==> config.mk <==
export PLATFORM = sky130hd
export DESIGN_NAME = clk_div_reconfig_ctrl_flat
export DESIGN_NICKNAME = d
export VERILOG_FILES = /design/src/rtl/clk_div_reconfig_ctrl_if.sv /design/src/rtl/clk_div_reconfig_ctrl.sv /design/src/flat_wrapper.sv
export SDC_FILE = /design/constraint.sdc
export NUM_CORES = 1
export LEC_CHECK = 0
export BUFFER_PORTS_ARGS = -buffer_cell sky130_fd_sc_hd__buf_4
export CAP_MARGIN = 20
export CORE_MARGIN = 2
export CORE_UTILIZATION = 55
export CTS_BUF_LIST = sky130_fd_sc_hd__clkbuf_16
export CTS_CLUSTER_SIZE = 14
export DETAILED_ROUTE_END_ITERATION = 10
export PLACE_DENSITY = 0.85
export SYNTH_ARGS = -nofsm -noshare
export SYNTH_HDL_FRONTEND = slang
export SYNTH_SLANG_ARGS = --single-unit
==> constraint.sdc <==
create_clock -name clk -period 4.1 [get_ports clk]
set_clock_uncertainty 0.15 [all_clocks]
set_input_delay 0.82 -clock clk [delete_from_list [all_inputs] [get_ports clk]]
set_output_delay 0.82 -clock clk [all_outputs]
set_load 0.02 [all_outputs]
==> src/rtl/clk_div_reconfig_ctrl_if.sv <==
// Ratio-change request channel for clk_div_reconfig_ctrl.
// The requester (master) drives valid and the requested half-period count.
// The controller (slave) answers with ready.
interface clk_div_reconfig_ctrl_if #(
  parameter int DIV_W = 10
);
  logic             req_valid;
  logic [DIV_W-1:0] req_div;
  logic             req_ready;

  modport master (output req_valid, output req_div, input  req_ready);
  modport slave  (input  req_valid, input  req_div, output req_ready);
endinterface

==> src/rtl/clk_div_reconfig_ctrl.sv <==
// Glitch-free reconfiguration controller for the programmable clock divider.
// A ratio change is sequenced as RUN -> DRAIN -> HOLD -> LOAD -> RUN:
//   - DRAIN finishes the current high phase and then one full low phase.
//   - HOLD keeps the output low for HOLD_CYCLES extra cycles.
//   - LOAD swaps in the new ratio.
// Because of this ordering the output can never produce a runt pulse.
// Optional feature: define CLKDIV_RECONFIG_CNT_EN to add an 8-bit reconfig_cnt
// output. It counts completed ratio loads.
module clk_div_reconfig_ctrl #(
  parameter int DIV_W       = 10,
  parameter int DEFAULT_DIV = 4,
  parameter int MIN_DIV     = 2,
  parameter int HOLD_CYCLES = 4
) (
  input  logic                   clk,
  input  logic                   reset_n,
  clk_div_reconfig_ctrl_if.slave req,
  output logic                   div_out,
  output logic                   div_tick,
  output logic [DIV_W-1:0]       cur_div,
  output logic                   busy,
  output logic                   err
`ifdef CLKDIV_RECONFIG_CNT_EN
  ,
  output logic [7:0]             reconfig_cnt
`endif
);

  localparam int               HOLD_W      = (HOLD_CYCLES > 1) ? $clog2(HOLD_CYCLES) : 1;
  localparam logic [HOLD_W-1:0] HOLD_LAST  = HOLD_W'(HOLD_CYCLES - 1);
  localparam logic [DIV_W-1:0]  MIN_DIV_V  = DIV_W'(MIN_DIV);
  localparam logic [DIV_W-1:0]  DEF_DIV_V  = DIV_W'(DEFAULT_DIV);

  typedef enum logic [1:0] {
    RUN   = 2'd0,
    DRAIN = 2'd1,
    HOLD  = 2'd2,
    LOAD  = 2'd3
  } state_e;

  state_e            state_q,   state_d;
  logic [DIV_W-1:0]  cnt_q,     cnt_d;
  logic [HOLD_W-1:0] hold_q,    hold_d;
  logic              div_out_q, div_out_d;
  logic              tick_q,    tick_d;
  logic [DIV_W-1:0]  cur_div_q, cur_div_d;
  logic [DIV_W-1:0]  pending_q, pending_d;
  logic              err_q,     err_d;
  logic              terminal;
`ifdef CLKDIV_RECONFIG_CNT_EN
  logic [7:0]        rc_cnt_q,  rc_cnt_d;
`endif

  // Next-state and datapath logic for the divider and the change sequencer.
  // NOTE: every signal gets a default first, so no path can leave one unassigned and infer a latch.
  always_comb begin
    state_d   = state_q;
    cnt_d     = cnt_q;
    hold_d    = hold_q;
    div_out_d = div_out_q;
    tick_d    = 1'b0;
    cur_div_d = cur_div_q;
    pending_d = pending_q;
    err_d     = 1'b0;
`ifdef CLKDIV_RECONFIG_CNT_EN
    rc_cnt_d  = rc_cnt_q;
`endif
    terminal  = (cnt_q == (cur_div_q - 1'b1));

    unique case (state_q)
      RUN: begin
        if (terminal) begin
          cnt_d     = '0;
          div_out_d = ~div_out_q;
          tick_d    = ~div_out_q;   // rising edge of div_out
        end else begin
          cnt_d = cnt_q + 1'b1;
        end
        // A handshake completes on this edge, because ready is high in RUN.
        if (req.req_valid) begin
          if (req.req_div < MIN_DIV_V) begin
            err_d = 1'b1;
          end else if (req.req_div != cur_div_q) begin
            pending_d = req.req_div;
            state_d   = DRAIN;
          end
        end
      end

      DRAIN: begin
        if (terminal) begin
          cnt_d = '0;
          if (div_out_q) begin
            div_out_d = 1'b0;       // finish the high phase normally
          end else begin
            state_d = HOLD;         // a full low phase is done; stop toggling here
            hold_d  = '0;
          end
        end else begin
          cnt_d = cnt_q + 1'b1;
        end
      end

      HOLD: begin
        div_out_d = 1'b0;
        cnt_d     = '0;
        if (hold_q == HOLD_LAST) begin
          state_d = LOAD;
        end else begin
          hold_d = hold_q + 1'b1;
        end
      end

      LOAD: begin
        cur_div_d = pending_q;
        cnt_d     = '0;
        div_out_d = 1'b0;
        state_d   = RUN;
`ifdef CLKDIV_RECONFIG_CNT_EN
        rc_cnt_d  = rc_cnt_q + 8'd1; // wraps 255 -> 0
`endif
      end
    endcase
  end

  // State and datapath registers; reset discards any pending change.
  // NOTE: sequential state uses non-blocking assignments so all registers update together at the edge.
  always_ff @(posedge clk or negedge reset_n) begin
    if (!reset_n) begin
      state_q   <= RUN;
      cnt_q     <= '0;
      hold_q    <= '0;
      div_out_q <= 1'b0;
      tick_q    <= 1'b0;
      cur_div_q <= DEF_DIV_V;
      pending_q <= DEF_DIV_V;
      err_q     <= 1'b0;
    end else begin
      state_q   <= state_d;
      cnt_q     <= cnt_d;
      hold_q    <= hold_d;
      div_out_q <= div_out_d;
      tick_q    <= tick_d;
      cur_div_q <= cur_div_d;
      pending_q <= pending_d;
      err_q     <= err_d;
    end
  end

`ifdef CLKDIV_RECONFIG_CNT_EN
  // Count of completed ratio loads.
  always_ff @(posedge clk or negedge reset_n) begin
    if (!reset_n) begin
      rc_cnt_q <= 8'd0;
    end else begin
      rc_cnt_q <= rc_cnt_d;
    end
  end

  assign reconfig_cnt = rc_cnt_q;
`endif

  assign req.req_ready = (state_q == RUN);
  assign busy          = (state_q != RUN);
  assign div_out       = div_out_q;
  assign div_tick      = tick_q;
  assign cur_div       = cur_div_q;
  assign err           = err_q;

endmodule

==> src/flat_wrapper.sv <==
// flat-port wrapper written by rule: the top's interface ports become plain ports
module clk_div_reconfig_ctrl_flat 
#(
  parameter int DIV_W       = 10,
  parameter int DEFAULT_DIV = 4,
  parameter int MIN_DIV     = 2,
  parameter int HOLD_CYCLES = 4
)
  (clk, reset_n, div_out, div_tick, cur_div, busy, err, req_req_valid, req_req_div, req_req_ready);
  clk_div_reconfig_ctrl_if #(.DIV_W(DIV_W)) req_i ();
  input  logic clk;
  input  logic reset_n;
  output logic div_out;
  output logic div_tick;
  output logic [DIV_W-1:0] cur_div;
  output logic busy;
  output logic err;
  input wire logic [$bits(req_i.req_valid)-1:0] req_req_valid;
  input wire logic [$bits(req_i.req_div)-1:0] req_req_div;
  output wire logic [$bits(req_i.req_ready)-1:0] req_req_ready;
  assign req_i.req_valid = req_req_valid;
  assign req_i.req_div = req_req_div;
  assign req_req_ready = req_i.req_ready;
  clk_div_reconfig_ctrl #(.DIV_W(DIV_W), .DEFAULT_DIV(DEFAULT_DIV), .MIN_DIV(MIN_DIV), .HOLD_CYCLES(HOLD_CYCLES)) u_core (.clk(clk), .reset_n(reset_n), .req(req_i), .div_out(div_out), .div_tick(div_tick), .cur_div(cur_div), .busy(busy), .err(err));
endmodule
==> flow_metrics.tcl, run 1 <==
set metrics [dict create \
    worst-path-max-fanout 8 \
    synth_area_leaders "dfrtp_1 (41%), mux2_2 (9.5%), xor2_1 (7.0%), xnor2_1 (5.3%), ha_1 (4.7%)" \
    synth_nets 221 \
    fin_crit_sh 0.638 \
    remaining_drc_errors 0 \
    path_cells "nor4_4, a21oi_2, nor4_4, nand3_2, nor4_1, mux2_1, nand2_1" \
    endpoint_kind "register" \
    worst_path_most_repeated_cell "nor4_4" \
    synth.cell_area_um2 2140 \
    grt_pass1_wl_um 7620 \
    tightest_slew_ns 0.543 \
    p_leak_nw 1.23 \
    port-buffer-count 27 \
    ff2ff_path_depth 7 \
    synth-edff-count 0 \
    power_mw 0.820 \
    period_needed_ns 2.61 \
    hold_ws_ns 0.348 \
    slowest_delay_ns 0.51 \
    insertion_delay_ns 0.28 \
    power_density_nw_per_um2 324 \
    cts-resized-gates 0 \
    hp-class "primary input to asynchronous set/reset pin" \
    async_flop_share 1.00 \
    cts_tree "done" \
    worst_slack_ns 1.49 \
    grt_busiest_layer "met2" \
    critPathArrivalTime_ns 2.68 \
    yosys_warnings 0 \
    cp-start-kind "register" \
    syn_inst 200 \
    post-cts-setup-buffer-count 0 \
    synthMostInstantiatedCell "dfrtp_1" \
    start_util 0.580 \
    cts.clk_slew.worst_paths_ns 0.06 \
    drv_slew 0 \
    ys_types 46 \
    ioPinCount 28 \
    setup_viol 0 \
    synth_ff_type "dfrtp_1" \
    grt_use_met1 0.300 \
    final_hold_viol_count 0 \
    tns_ns 0 \
    grt_usage 0.232 \
    grt_overflow 0 \
    crit_buf_inv 0 \
    clockBufferDepth 2 \
    max_slew_margin 0.638 \
    synthTopCellsByCount "dfrtp_1 (35), nor2_1 (21), mux2_2 (18)" \
    gp_congestion 0.789 \
    cts_hold_buffers 0 \
    cts_root_buffer "clkbuf_16" \
    status "finished, final reports clean" \
    crit_family "simple AND/OR/NAND/NOR gates" \
    ir_worst_vdd_mv 0.203 \
    yosys_register_bits 37 \
    drtIter0Drc 72 \
    nNetsFinal 247 \
    dp_hpwl_um 3030 \
    cts_sinks 37 \
    grt_max_degree 38 \
    die_w_um 66.4 \
    finalWirelength_um 4290 \
    yosysTopAreaCell "dfrtp_1" \
    drive_above_1_share 0.278 \
    post-place-ws_ns 1.40 \
    cts_buffers 5 \
    rsz0062_at_grt "false" \
    r2r_start "u_core.cur_div[3]$_DFFE_PN0P_" \
    critPathKind "register to register" \
    grt_use_met2 0.383 \
    use_met3 0.0562 \
    dieArea_um2 4410 \
    antenna_left 0 \
    first_pass_iters 5 \
    area_growth_pct 18.1 \
    grt_pass1_vias 1622 \
    utilization 0.685 \
    post_drt_via_cell_ratio 5.65 \
    rows 22 \
    vias 1553 \
    r2r_slack_ns 1.49 \
    cpMaxStageDelayCell "dfrtp_1" \
    clock.fmax_mhz 383 \
    die_height_um 66.4 \
    timing.rr.end "u_core.hold_q[1]$_DFFE_PN0P_" \
    required_ns 4.17 \
    max_cap_violations 0 \
    synth.top_cell.area_share 0.409 \
    core_um2 3690 \
    ys_seq_area_frac 0.434 \
    fillerInstances 294 \
    wl_per_cell_um 15.6 \
    h-tree-depth 2 \
    antenna_cells 0 \
    syn_area_per_cell_um2 10.7 \
    antenna_found_initial 0 \
]
==> power breakdown <==
group	total, mW	switching, mW	leakage, nW	internal (mW)
Sequential	0.365	0	0.490	0.365
Combinational	0.0246	0.0142	0.663	0.0104
Clock	0.430	0.145	0.0775	0.284
==> cells in the final DEF (no fill, tap or decap), drive strengths merged, types with 8 or more instances in the layout <==
cell and n:
ha 8, mux2 20, nor2 21, nand3 9, xnor2 13, xor2 17
buf 27, nand2 10, inv 8, nor4 8, dfrtp 35
==> per-layer routing <==
layer  vias up  wire length, µm
li1        743                -
met1       773             1910
met2        31             2140
met3         6              189
met4         0               56
met5         -                0
==> per-stage QoR <==
step | cells | cell area [µm²]
after floorplan | 200 | 2140
after global placement | 267 | 2360
after detailed placement | 267 | 2360
after CTS | 275 | 2530
after global routing | 275 | 2530
final | 275 | 2530
==> worst max-delay path by stage <==
stage                                   from                              end  slack [ns]  cells after the start
2_1_floorplan  u_core.cur_div[3]$_DFFE_PN0P_    u_core.state_q[1]$_DFFE_PN0P_        1.65                      8
3_3_place_gp                  req_req_div[4]  u_core.pending_q[9]$_DFFE_PN0P_        1.47                      7
3_5_place_dp                  req_req_div[4]  u_core.pending_q[6]$_DFFE_PN0P_        1.40                      7
4_1_cts        u_core.cur_div[3]$_DFFE_PN0P_     u_core.hold_q[1]$_DFFE_PN0P_        1.48                      7
5_1_grt        u_core.cur_div[3]$_DFFE_PN0P_     u_core.hold_q[1]$_DFFE_PN0P_        1.35                      7
6_report       u_core.cur_div[3]$_DFFE_PN0P_     u_core.hold_q[1]$_DFFE_PN0P_        1.49                      7
==> logic make-up (layout without fill, tap and decap cells) <==
| logic type | Yosys count | after routing | share of synthesized area |
|---|---|---|---|
| xor gates and xnor gates | 30 | 30 | 0.123 |
| DFF | 37 | 37 | 0.434 |
| buffers and inverters | 16 | 43 | 0.0339 |
| adders and majority gates | 8 | 8 | 0.0468 |
| muxes | 22 | 22 | 0.116 |
| AOI/OAI and AO/OA | 17 | 17 | 0.0567 |
| and+or+nand+nor | 70 | 70 | 0.190 |
==> registers in the layout, indices dropped and copies added (netlist names) <==
register and count:
u_core.err 1, u_core.cnt_q 10, u_core.div_tick 1, u_core.cur_div 10
u_core.pending_q 10, u_core.hold_q 2, u_core.div_out 1, u_core.state_q 2
==> layout make-up <==
type / instances / area (µm²) / area share
Multi-Input combinational cell: 147 / 1140 / 0.451
Clock buffer: 5 / 125 / 0.0495
Tap cell: 48 / 60.1 / 0.0238
Inverter: 8 / 30.0 / 0.0119
Clock inverter: 3 / 41.3 / 0.0163
Sequential cell: 37 / 928 / 0.367
Timing Repair Buffer: 27 / 203 / 0.0802
Note: power is estimated with default switching activity, not from simulation.
==> run 2, diff against run 1 <==
==> constraint.sdc (replaced) <==
create_clock -name clk -period 2.5 [get_ports clk]
set_clock_uncertainty 0.15 [all_clocks]
set_input_delay 0.5 -clock clk [delete_from_list [all_inputs] [get_ports clk]]
set_output_delay 0.5 -clock clk [all_outputs]
set_load 0.02 [all_outputs]
==> flow_metrics.tcl, run 2 (synthesis results as in run 1) <==
set metrics [dict create \
    status "finished, final reports clean" \
    die_height_um 66.4 \
    core_um2 3690 \
    setup_viol 0 \
    critPathArrivalTime_ns 2.39 \
    power_mw 1.23 \
    cts_root_buffer "clkbuf_16" \
    cts.clk_slew.worst_paths_ns 0.06 \
    final_hold_viol_count 0 \
    grt_use_met2 0.401 \
    rows 22 \
    worst-path-max-fanout 8 \
    post-place-ws_ns -0.00132 \
    wl_per_cell_um 16.7 \
    first_pass_iters 4 \
    p_leak_nw 1.27 \
    cts_sinks 37 \
    endpoint_kind "register" \
    dp_hpwl_um 3140 \
    h-tree-depth 2 \
    cts_tree "done" \
    ir_worst_vdd_mv 0.392 \
    tightest_slew_ns 0.615 \
    gp_congestion 0.836 \
    post_drt_via_cell_ratio 5.64 \
    hp-class "primary input to asynchronous set/reset pin" \
    area_growth_pct 22.2 \
    drive_above_1_share 0.339 \
    finalWirelength_um 4740 \
    antenna_left 0 \
    insertion_delay_ns 0.28 \
    final_common_cell "buf_4" \
    antenna_cells 0 \
    ff2ff_path_depth 8 \
    required_ns 2.51 \
    period_needed_ns 2.38 \
    design_area_um2 2620 \
    power_density_nw_per_um2 470 \
    drv_slew 0 \
    port-buffer-count 27 \
    grt_busiest_layer "met2" \
    grt_max_degree 38 \
    place_area_um2 2410 \
    critPathKind "register to register" \
    clockBufferDepth 2 \
    remaining_drc_errors 0 \
    use_met3 0.0579 \
    mostFrequentLayoutCells "buf_4 (35), dfrtp_1 (33), nor2_1 (20), mux2_2 (18), xor2_1 (17)" \
    drtIter0Drc 111 \
    antenna_found_initial 0 \
    grt_pass1_wl_um 7870 \
    rsz0062_at_grt "false" \
    grt_pass1_vias 1579 \
    start_util 0.580 \
    slowest_delay_ns 0.60 \
    grt_overflow 0 \
    cpMaxStageDelayCell "dfstp_2" \
    cp-start-kind "register" \
    fin_crit_sh 0.953 \
    path_cells "buf_4, nor3_1, xnor2_1, nor4_4, nand3_2, nor4_4, mux2i_1, a211o_1" \
    max_cap_violations 0 \
    worst_path_most_repeated_cell "nor4_4" \
    max_slew_margin 0.590 \
    r2r_slack_ns 0.12 \
    ioPinCount 28 \
    grt_use_met1 0.309 \
    cts_buffers 5 \
    nNetsFinal 256 \
    worst_slack_ns 0.118 \
    grt_usage 0.242 \
    timing.rr.end "u_core.hold_q[0]$_DFFE_PN0P_" \
    die_w_um 66.4 \
    clock.fmax_mhz 420 \
    dieArea_um2 4410 \
    r2r_start "u_core.cur_div[2]$_DFFE_PN1P_" \
    vias 1601 \
]
## run 2: changes by cell type in the layout (fill, tap and decap cells not counted), sizes merged
cell,change
inv,+1
bufinv,-1
clkinvlp,-1
buf,+9
clkinv,+1
## run 2: power by group
| part | internal (mW) | switching [mW] | leakage (nW) |
|---|---|---|---|
| sequential | 0.599 | 0 | 0.487 |
| combinational | 0.0171 | 0.0240 | 0.713 |
| clock | 0.361 | 0.228 | 0.0748 |
## run 2: timing repair
| item | 4_1_cts | 5_1_grt |
|---|---|---|
| pin swaps | 0 | 5 |
| setup endpoints to repair | 11 | 14 |
| hold buffers | 0 | 0 |
| buffers inserted | 0 | 4 |
| endpoints found under the hold margin | 0 | 0 |
| gates resized for setup | 2 | 7 |
## run 2: final cells by class
class                           count  area [µm²]
Fill cell                         251        1070
Multi-Input combinational cell    147        1170
Sequential cell                    37         931
Tap cell                           48        60.1
Inverter                            8        30.0
Timing Repair Buffer               36         283
Clock buffer                        5         125
Clock inverter                      3        13.8
## run 2: how the worst max path moves through the flow
stage,from,to,slack [ns],cells past startpoint
finish,u_core.cur_div[2]$_DFFE_PN1P_,u_core.hold_q[0]$_DFFE_PN0P_,0.12,8
global route,u_core.cur_div[2]$_DFFE_PN1P_,u_core.hold_q[0]$_DFFE_PN0P_,0.02,8
CTS,u_core.cur_div[3]$_DFFE_PN0P_,u_core.hold_q[0]$_DFFE_PN0P_,0.01,7
detailed placement,u_core.cur_div[2]$_DFFE_PN1P_,u_core.hold_q[1]$_DFFE_PN0P_,-0.001,7
global placement,u_core.cur_div[2]$_DFFE_PN1P_,u_core.hold_q[1]$_DFFE_PN0P_,-0.01,7
floorplan,u_core.cur_div[3]$_DFFE_PN0P_,u_core.state_q[1]$_DFFE_PN0P_,0.05,8
## run 2: stage by stage
step / util / instances / hold slack (ns) / setup TNS [ns]
5_1_grt: 0.709 / 284 / 0.0719 / 0
3_5_place_dp: 0.654 / 272 / 0.320 / -0.00132
3_3_place_gp: 0.654 / 272 / 0.315 / -0.0108
6_report: 0.709 / 284 / 0.0329 / 0
4_1_cts: 0.694 / 280 / 0.0431 / 0
2_1_floorplan: - / 200 / 0.0544 / 0
## run 2: per-layer routing
metal,part of all wire,wire length (µm),up-vias
li1,-,-,762
met1,0.44,2060,794
met2,0.50,2390,36
met3,0.040,189,9
met4,0.021,101,0
met5,0,0,-
## run 2: worst max-delay path, delay by kind of cell (launching register included)
family          cells  cell delay, ns
xor+xnor            1            0.17
compound gates      1            0.30
simple gates        4            0.76
flops               1            0.60
buf+inv             1            0.15
mux                 1            0.12
==> run 3, diff against run 2 <==
--- a/config.mk
+++ b/config.mk
@@ -5,6 +5,7 @@
 export SDC_FILE = /design/constraint.sdc
 export NUM_CORES = 1
 export LEC_CHECK = 0
+export ABC_AREA = 1
 export BUFFER_PORTS_ARGS = -buffer_cell sky130_fd_sc_hd__buf_4
 export CAP_MARGIN = 20
 export CORE_MARGIN = 2
@@ -12,7 +13,7 @@
 export CTS_BUF_LIST = sky130_fd_sc_hd__clkbuf_16
 export CTS_CLUSTER_SIZE = 14
 export DETAILED_ROUTE_END_ITERATION = 10
-export PLACE_DENSITY = 0.85
+export PLACE_DENSITY = 0.84
 export SYNTH_ARGS = -nofsm -noshare
 export SYNTH_HDL_FRONTEND = slang
 export SYNTH_SLANG_ARGS = --single-unit
==> flow_metrics.tcl, run 3 <==
set metrics [dict create \
    antenna_left 0 \
    h-tree-depth 2 \
    synth_ff_type "dfrtp_1" \
    endpoint_kind "register" \
    synth.top_cell.area_share 0.389 \
    hold_ws_ns 0.0249 \
    area_growth_pct 16.3 \
    max_cap_violations 0 \
    syn_area_per_cell_um2 7.48 \
    cts_root_buffer "clkbuf_16" \
    hp-class "primary input to asynchronous set/reset pin" \
    clock.fmax_mhz 445 \
    port-buffer-count 27 \
    cts.clk_slew.worst_paths_ns 0.06 \
    status "finished, final reports clean" \
    remaining_drc_errors 0 \
    worst-path-max-fanout 6 \
    vias 1984 \
    rsz0062_at_grt "false" \
    cp-start-kind "register" \
    synth-edff-count 0 \
    nNetsFinal 351 \
    synthTopCellsByCount "nand2_1 (87), dfrtp_1 (35), inv_1 (35)" \
    drive_above_1_share 0.169 \
    tns_ns 0 \
    critPathKind "register to register" \
    finalWirelength_um 4950 \
    grt_pass1_wl_um 8240 \
    cts_tree "done" \
    fin_crit_sh 0.898 \
    max_slew_margin 0.565 \
    final_hold_viol_count 0 \
    cts_buffers 5 \
    yosysTopAreaCell "dfrtp_1" \
    drtIter0Drc 129 \
    post_drt_via_cell_ratio 5.21 \
    cts_sinks 37 \
    first_pass_iters 4 \
    yosys_register_bits 37 \
    rows 23 \
    period_needed_ns 2.25 \
    clockBufferDepth 2 \
    grt_max_degree 38 \
    mostFrequentLayoutCells "nand2_1 (87), inv_1 (37), dfrtp_1 (35), nor2_1 (28)" \
    synth_nets 322 \
    required_ns 2.52 \
    core_um2 3970 \
    dp_hpwl_um 3680 \
    power_density_nw_per_um2 1230 \
    gp_congestion 0.866 \
    ioPinCount 28 \
    syn_inst 301 \
    antenna_found_initial 0 \
    drv_slew 0 \
    insertion_delay_ns 0.28 \
    setup_viol 0 \
    grt_pass1_vias 1834 \
    grt_usage 0.240 \
    synth.cell_area_um2 2250 \
    synthMostInstantiatedCell "nand2_1" \
    ys_types 29 \
    cts_hold_buffers 0 \
    final_common_cell "nand2_1" \
    dieArea_um2 4620 \
    die_w_um 68.0 \
    wl_per_cell_um 13.0 \
    start_util 0.567 \
    post-cts-setup-buffer-count 0 \
    yosys_warnings 0 \
    p_leak_nw 1.35 \
    antenna_cells 0 \
    tightest_slew_ns 0.652 \
    power_mw 3.23 \
    async_flop_share 1.00 \
    cts-resized-gates 0 \
    grt_overflow 0 \
    ir_worst_vdd_mv 0.587 \
    critPathArrivalTime_ns 2.26 \
    ys_seq_area_frac 0.412 \
    die_height_um 68.0 \
    synth_area_leaders "dfrtp_1 (39%), nand2_1 (15%), nand3_1 (6.0%), inv_1 (5.8%), nor2_1 (4.7%)" \
]
[run 3: logic make-up after synthesis]
group,share of synthesized area
and+or+nand+nor,0.363
buffers and inverters,0.0772
DFF,0.412
AOI/OAI and AO/OA,0.0528
xor gates and xnor gates,0.0506
adders and majority gates,0.0444
[run 3: metrics by stage]
step,area [µm²],utilization,std cells,setup slack [ns]
after global routing,2620,0.659,381,0.0628
final,2620,0.659,381,0.255
after global placement,2480,0.625,373,0.418
after CTS,2620,0.659,381,0.278
after floorplan,2250,-,301,0.427
after detailed placement,2480,0.625,373,0.302
[run 3: layer usage]
metal | GRT usage | vias up | part of all wire
met2 | 0.363 | 44 | 0.48
li1 | - | 1013 | -
met4 | 0.138 | 0 | 0.030
met5 | 0 | - | 0
met3 | 0.0428 | 14 | 0.037
met1 | 0.323 | 913 | 0.46
[run 3: layout make-up]
class | instances | area, µm²
Clock buffer | 5 | 125
Clock inverter | 3 | 11.3
Fill cell | 331 | 1350
Inverter | 37 | 139
Multi-Input combinational cell | 222 | 1150
Sequential cell | 37 | 928
Tap cell | 50 | 62.6
Timing Repair Buffer | 27 | 203
[run 3: critical path, cell delays in order (launching register included)]
cell and delay, ns:
dfrtp_1 0.41, inv_1 0.15, ha_1 0.29, inv_1 0.08, nand2_1 0.08, nand2_1 0.05, nand2_1 0.05, nand2_1 0.06
nor2_1 0.11, nand3_1 0.10, nor3_2 0.17, nand3_2 0.13, nand2_4 0.12, nand2_2 0.06, nand2_1 0.08, nand2_1 0.05
[run 3: path summary, 6_finish.rpt]
kind,cells past startpoint,slack [ns],end,start
worst min-delay path,1,0.02,u_core.state_q[0]$_DFFE_PN0P_,reset_n
worst min register to register,1,0.32,u_core.div_tick$_DFF_PN0_,u_core.div_out$_DFFE_PN0P_
max in group asynchronous,1,1.82,u_core.pending_q[2]$_DFFE_PN1P_,reset_n
worst max-delay path,15,0.25,u_core.hold_q[1]$_DFFE_PN0P_,u_core.cur_div[0]$_DFFE_PN0P_
min in group clk,1,0.32,u_core.div_tick$_DFF_PN0_,u_core.div_out$_DFFE_PN0P_
worst max register to register,15,0.25,u_core.hold_q[1]$_DFFE_PN0P_,u_core.cur_div[0]$_DFFE_PN0P_
[run 3: report_power, final]
group	total [mW]	switching, mW	internal, mW
combinational	1.60	1.01	0.590
sequential	1.04	0.227	0.818
clock	0.588	0.230	0.358
